--- config.mk ---
export PLATFORM = sky130hd
export DESIGN_NAME = user_proj_solar_scan
export DESIGN_NICKNAME = d
export VERILOG_FILES = /design/src/rtl/user_proj_solar_scan.sv
export SDC_FILE = /design/constraint.sdc
export NUM_CORES = 1
export LEC_CHECK = 0
export CAP_MARGIN = 20
export CORE_AREA = 2 2 137 139
export CTS_CLUSTER_SIZE = 16
export DETAILED_ROUTE_END_ITERATION = 8
export DIE_AREA = 0 0 139 141
export SLEW_MARGIN = 20
export SYNTH_ARGS = -nofsm -noshare
export SYNTH_HDL_FRONTEND = slang
export SYNTH_SLANG_ARGS = --single-unit
--- constraint.sdc ---
create_clock -name wb_clk_i -period 4 [get_ports wb_clk_i]
set_input_delay 1 -clock wb_clk_i [delete_from_list [all_inputs] [get_ports wb_clk_i]]
set_output_delay 1 -clock wb_clk_i [all_outputs]
set_load 0.03 [all_outputs]
--- src/rtl/user_proj_solar_scan.sv ---
`default_nettype none
// ============================================================================
// Module      : user_proj_solar_scan
// Description : Multi-panel solar monitor. Steps an external analog mux over
//               NUM_CH panels, samples a shared ADC bus, averages each panel
//               over 2^AVG_LOG2 full scans and raises a debounced per-panel
//               fault when the average stays below THRESH.
// Revision    : 1.0  initial release
// ============================================================================
module user_proj_solar_scan #(
  parameter int NUM_CH     = 4,
  parameter int DATA_W     = 10,
  parameter int AVG_LOG2   = 2,
  parameter int SETTLE_CYC = 8,
  parameter int THRESH     = 300,
  parameter int FAULT_CNT  = 3,
  localparam int CSW       = ($clog2(NUM_CH) > 1) ? $clog2(NUM_CH) : 1,
  localparam int OUT_W     = CSW + 3 + NUM_CH
) (
  input  logic              wb_clk_i,
  input  logic              wb_rst_ni,
  input  logic [DATA_W:0]   io_in,
  output logic [OUT_W-1:0]  io_out,
  output logic [OUT_W-1:0]  io_oeb
);

  localparam int ACC_W  = DATA_W + AVG_LOG2;
  localparam int SCAN_W = (AVG_LOG2 > 0) ? AVG_LOG2 : 1;
  localparam int SET_W  = (SETTLE_CYC > 1) ? $clog2(SETTLE_CYC) : 1;
  localparam int DBC_W  = $clog2(FAULT_CNT + 1);

  localparam logic [SCAN_W-1:0] SCAN_LAST   = SCAN_W'((1 << AVG_LOG2) - 1);
  localparam logic [SET_W-1:0]  SETTLE_LAST = SET_W'(SETTLE_CYC - 1);
  localparam logic [CSW-1:0]    CH_LAST     = CSW'(NUM_CH - 1);
  localparam logic [DATA_W-1:0] THRESH_C    = DATA_W'(THRESH);
  localparam logic [DBC_W-1:0]  DBC_MAX     = DBC_W'(FAULT_CNT);

  typedef enum logic [1:0] {
    IDLE   = 2'd0,
    SETTLE = 2'd1,
    SAMPLE = 2'd2,
    EVAL   = 2'd3
  } state_e;

  state_e              state_q;
  logic [CSW-1:0]      ch_q;
  logic [SCAN_W-1:0]   scan_q;
  logic [SET_W-1:0]    settle_q;
  logic                strobe_q;
  logic                hb_q;
  logic                any_q;
  logic [OUT_W-1:0]    oeb_q;

  logic                en_w;
  logic [DATA_W-1:0]   adc_w;
  logic                sample_w;
  logic                eval_w;
  logic                abort_w;
  logic [NUM_CH-1:0]   fault_w;
  logic [NUM_CH-1:0]   fault_nxt_w;

  assign en_w     = io_in[DATA_W];
  assign adc_w    = io_in[DATA_W-1:0];
  // A sample only counts if the scan is still enabled in that cycle.
  assign sample_w = (state_q == SAMPLE) && en_w;
  // EVAL completes even when enable drops in the same cycle.
  assign eval_w   = (state_q == EVAL);
  // Dropping enable mid-window discards the partial accumulation.
  assign abort_w  = (state_q != IDLE) && !en_w;

  // Per-panel accumulator, debounce counter and fault flag.
  for (genvar i = 0; i < NUM_CH; i++) begin : g_ch
    logic [ACC_W-1:0]  acc_q;
    logic [DBC_W-1:0]  dbc_q;
    logic [DBC_W-1:0]  dbc_d;
    logic              fault_q;
    logic              fault_d;
    logic [DATA_W-1:0] avg_w;

    // Truncating average: drop the AVG_LOG2 fraction bits.
    assign avg_w = acc_q[ACC_W-1:AVG_LOG2];

    // Debounce update applied at EVAL: saturate on low, clear on healthy.
    always_comb begin
      dbc_d   = dbc_q;
      fault_d = fault_q;
      if (avg_w < THRESH_C) begin
        if (dbc_q != DBC_MAX) begin
          dbc_d = dbc_q + DBC_W'(1);
        end
        if (dbc_d == DBC_MAX) begin
          fault_d = 1'b1;
        end
      end else begin
        dbc_d   = '0;
        fault_d = 1'b0;
      end
    end

    // Accumulate this panel's sample; clear at window end or on abort.
    always_ff @(posedge wb_clk_i or negedge wb_rst_ni) begin
      if (!wb_rst_ni) begin
        acc_q   <= '0;
        dbc_q   <= '0;
        fault_q <= 1'b0;
      end else if (eval_w) begin
        acc_q   <= '0;
        dbc_q   <= dbc_d;
        fault_q <= fault_d;
      end else if (abort_w) begin
        acc_q   <= '0;
      end else if (sample_w && (ch_q == CSW'(i))) begin
        acc_q   <= acc_q + ACC_W'(adc_w);
      end
    end

    assign fault_w[i]     = fault_q;
    assign fault_nxt_w[i] = fault_d;
  end

  // Scan sequencer with registered mux select, strobe, heartbeat and summary.
  always_ff @(posedge wb_clk_i or negedge wb_rst_ni) begin
    if (!wb_rst_ni) begin
      state_q  <= IDLE;
      ch_q     <= '0;
      scan_q   <= '0;
      settle_q <= '0;
      strobe_q <= 1'b0;
      hb_q     <= 1'b0;
      any_q    <= 1'b0;
      oeb_q    <= '1;
    end else begin
      oeb_q    <= '0;
      strobe_q <= 1'b0;
      if (!en_w) begin
        state_q  <= IDLE;
        ch_q     <= '0;
        scan_q   <= '0;
        settle_q <= '0;
        if (state_q == EVAL) begin
          hb_q  <= ~hb_q;
          any_q <= |fault_nxt_w;
        end
      end else begin
        case (state_q)
          IDLE: begin
            state_q  <= SETTLE;
            settle_q <= '0;
            ch_q     <= '0;
          end
          SETTLE: begin
            if (settle_q == SETTLE_LAST) begin
              state_q  <= SAMPLE;
              strobe_q <= 1'b1;
            end else begin
              settle_q <= settle_q + SET_W'(1);
            end
          end
          SAMPLE: begin
            settle_q <= '0;
            if (ch_q != CH_LAST) begin
              ch_q    <= ch_q + CSW'(1);
              state_q <= SETTLE;
            end else begin
              ch_q <= '0;
              if (scan_q == SCAN_LAST) begin
                scan_q  <= '0;
                state_q <= EVAL;
              end else begin
                scan_q  <= scan_q + SCAN_W'(1);
                state_q <= SETTLE;
              end
            end
          end
          EVAL: begin
            hb_q     <= ~hb_q;
            any_q    <= |fault_nxt_w;
            state_q  <= SETTLE;
            settle_q <= '0;
            ch_q     <= '0;
          end
          default: begin
            state_q <= IDLE;
          end
        endcase
      end
    end
  end

  assign io_out = {any_q, fault_w, hb_q, strobe_q, ch_q};
  assign io_oeb = oeb_q;

endmodule
`default_nettype wire
==> results list <==
- For this run, the register share of the synthesized area comes to between 30% and 40%.
- Buffers added to address setup during post-CTS repair amount to 0.
- Final Instance Area: 5820 µm²
- Combinational logic burns 30.8% of the power.
- Area after detailed placement: 5470 µm²
* Number of instances resized during post-cts repair: 0
- The internal power of the cells totals 1.81 mW.
- Adding up every negative setup slack in the final design gives 0 ps.
- Area added between synthesis and finish: 16.0%
* Count of filler cells inserted in the layout: roughly 1900
- RePlAce Congestion: ~0.8
- The slowest stage of the critical path belongs to the cell clkdlybuf4s50_1.
- Summed over all nets, the switching power comes to 0.936 mW.
- The biggest area contributor in the post-synthesis netlist is dfrtp_1.
* Vias in the first global route: 3943
- Effective utilization at floorplan: 27.4%
- By instance count, the leading cell after synthesis is dfrtp_1.
- Worst skew pair latency: 340 ps
- Synthesized area per cell: 8.87 µm²
* Number of inserted diodes: 0
- The clock passes through at most 2 buffers.
- Switching share of power: between 30% and 40%
* Post-detailed-placement half-perimeter wirelength: just over 8 mm
- When the netlist entered floorplanning its net count stood at ~630.
* Sequential cell fraction of total power: 34.9%
- Counting every instance in the synthesized netlist gives ~570.
- Total I/O pin count: 31
- Antenna violations before repair: 0
- Number of buffers inserted by hold repair at cts: 0
- Entering global routing, the biggest net connects 74 pins.
- Leading cell types by total area after synthesis: dfrtp_1 36%, ha_1 13%, a21oi_1 6.4%
- Capturing instance or port of the critical path: g_ch[0].acc_q[8]
* Number of failing hold endpoints at the final stage: 0
- Clock-pin slew of the registers on the worst-case setup and hold paths: 60 ps
* Max-slew violation count: 0
- STA classifies the critical path endpoint as a flop.
* Synth async-reset ratio: between 90% and 100%
- Worst-Margin Slew: roughly 1000 ps
* 1st-pass router iterations: 4
- GRT Total Usage: about an eighth
- After detailed routing, the number of remaining DRC violations is 0.
* Top-area cell type share of the netlist area: a little over a third
- In the routed layout, each cell is associated on average with a via count of 4.91.
* Register bit total from synthesis: between 70 and 80
* Unrepaired setup endpoints after global routing: false
- Data arrives at the worst endpoint at 3470 ps.
- Buffer type at the clock tree root: clkbuf_16
- The net count of the finished layout is 650.
- In this run the worst hold path is classified as reg2reg.
- For this run the aggregate overflow at the end of global routing stands at 0.
- For flop-to-flop paths, the worst setup slack is between 1500 and 2000 ps.
* Top_reg_cell synth: dfrtp_1
- Number of maximum-capacitance constraint violations: 0
- Total power draw: 2.75 mW
* Gate family responsible for the most delay along the worst path: compound AO/OA/AOI/OAI gates
- Dividing the detail-routed wire length by the instance count gives between 10 and 15 µm.
- For this design the ratio of total power to cell area is roughly 470 nW/µm².
- On the worst path, the slowest cell contributes a delay of 670 ps.
* Input/output buffers: 30
- The floorplan step set the die height to around 140 µm.
- Number of clock buffers inserted by TritonCTS: 9
- List of cells traversed by the critical path: clkdlybuf4s50_1 > fa_1 > a211oi_2 > o21bai_1 > or4_1 > o21ai_1 > xor2_1 > a211oi_1
* Maximum frequency from static timing analysis: 311 MHz
* Max-slew headroom: a little over a third
- Yosys warns: 0
- H-tree lvl count: 3
- Number of different library cells in the post-synthesis netlist: 48
- Together, buffers and inverters on the worst path number 1.
- Wires add up to 11.6 mm.
- Dividing the final minimum period by the clock period gives 80.3%.
* Status: finished clean
* Beginning of the worst register-to-register path: g_ch[2].acc_q[0]
* Path depth of the worst reg2reg path: 8
* Final worst path period need: roughly 3200 ps
- Clock power frac: 34.3%
- Vias: slightly above 4000
- CP max FO: 8
- Area of the multi-input gates: 2960 µm²
* Origin of the worst setup path: io_in[1]
* Post-synth top cells: 72 x dfrtp_1, 64 x a21oi_1, 64 x nor2_1, 62 x nand2_1, 52 x ha_1
* Critical Setup Path Class: in2reg
- STA classifies the critical path startpoint as a primary input.
- Critical Path RT: 4250 ps
* Post-route clock skew: slightly below 9 ps
* Proportion of layout cells with a drive suffix above 1: 5.97%
* CTS tree: built
* Area of the mapped netlist: between 5000 and 6000 µm²
* Global-route wire length before repair: 19.8 mm
* Lkg Pwr: 2.67 nW
- Row generation in the floorplan step produced 50 rows.
- Worst IR Drop VDD: 234 µV
- The floorplan step defined a core boundary enclosing 18300 µm².
* Storage cell area: 1830 µm²
* Initial DRC count: 132
- Yosys mapped a number of flops with a built-in enable equal to 0.
* Capturing point of the worst reg2reg path: g_ch[2].acc_q[8]
- The critical path crosses 8 cells after its start point.
* Total Die Area: 19600 µm²
- Antenna viol nets, final: 0
- Sinks on Clock Net: 73
* Die Span X: 139 µm
- Setup violations remaining at the end of the flow were counted as 0.
-- power groups by stage --
stage | sequential, mW | clock, mW | combinational [mW]
floorplan | 0.952 | 0 | 0.654
global placement | 0.970 | 0 | 0.845
detailed placement | 0.973 | 0 | 0.851
CTS | 0.960 | 0.969 | 0.853
global route | 0.979 | 1.00 | 0.945
finish | 0.959 | 0.941 | 0.845
-- how the worst min path moves through the flow --
stage	startpoint	end	slack, ps	depth (start not counted)
3_3_place_gp	hb_q	hb_q	460	1
5_1_grt	hb_q	hb_q	500	1
6_report	hb_q	hb_q	470	1
2_1_floorplan	hb_q	hb_q	440	1
4_1_cts	hb_q	hb_q	480	1
3_5_place_dp	hb_q	hb_q	460	1
-- area by class of cell --
class / count / area share, %
Multi-Input combinational cell: 448 / 50.9
Sequential cell: 73 / 31.4
Timing Repair Buffer: 36 / 5.89
Tap cell: 234 / 5.03
Clock buffer: 9 / 3.87
Clock inverter: 7 / 2.04
Inverter: 13 / 0.839
-- metrics by stage --
step	setup slack (ps)	utilization [%]	hold slack, ps	std cells
6_report	786	31.8	467	820
5_1_grt	577	31.8	501	820
4_1_cts	756	31.8	475	820
3_5_place_dp	377	30.0	465	804
3_3_place_gp	446	30.0	459	804
2_1_floorplan	1200	-	440	565
-- metal layers --
layer,track usage (%),routed length [µm],vias up,part of all wire (%)
li1,-,-,2038,-
met1,15.9,5480,1929,47
met2,21.4,5670,49,49
met3,2.17,346,10,3.0
met4,3.77,153,0,1.3
met5,0,0,-,0
-- state kept, by name, summed over array words and instances, names as in the netlist --
signal        flops
g_ch.fault_q      4
scan_q            2
g_ch.dbc_q        8
hb_q              1
g_ch.acc_q       48
io_oeb            1
any_q             1
settle_q          3
ch_q              2
strobe_q          1
state_q           2
-- cell usage in the layout (no fill, tap or decap), types with 3 or more instances in the layout --
| cell type | synthesis | routed |
|---|---|---|
| dfrtp_1 | 72 | 72 |
| nor2_1 | 64 | 64 |
| a21oi_1 | 64 | 64 |
| nand2_1 | 62 | 62 |
| ha_1 | 52 | 52 |
| clkdlybuf4s50_1 | 0 | 29 |
| o21ai_0 | 23 | 23 |
| a211oi_1 | 20 | 20 |
| xnor2_1 | 17 | 17 |
| nand3_1 | 15 | 15 |
| a21o_1 | 15 | 15 |
| inv_1 | 13 | 13 |
| nor3_1 | 13 | 13 |
| xor2_1 | 11 | 11 |
| clkbuf_16 | 0 | 9 |
| and3_1 | 8 | 8 |
| o21a_1 | 8 | 8 |
| buf_4 | 15 | 7 |
| a211o_1 | 6 | 6 |
| or4_1 | 6 | 6 |
| o21bai_1 | 5 | 5 |
| and2_1 | 5 | 5 |
| o211ai_1 | 5 | 5 |
| mux2i_1 | 4 | 4 |
| o21ai_1 | 4 | 4 |
| a31oi_1 | 4 | 4 |
| mux2_2 | 4 | 4 |
| fa_1 | 4 | 4 |
| nor2b_1 | 3 | 3 |
| a211oi_2 | 3 | 3 |
| bufinv_16 | 0 | 3 |
-- logic make-up after synthesis --
logic type	synth area share (%)
mux	1.70
simple gates	16.0
flops	36.5
buf+inv	4.49
other cells	0.0748
xor+xnor	4.89
compound gates	21.8
fa+ha+maj	14.6
(Power assumes the default switching activity.)
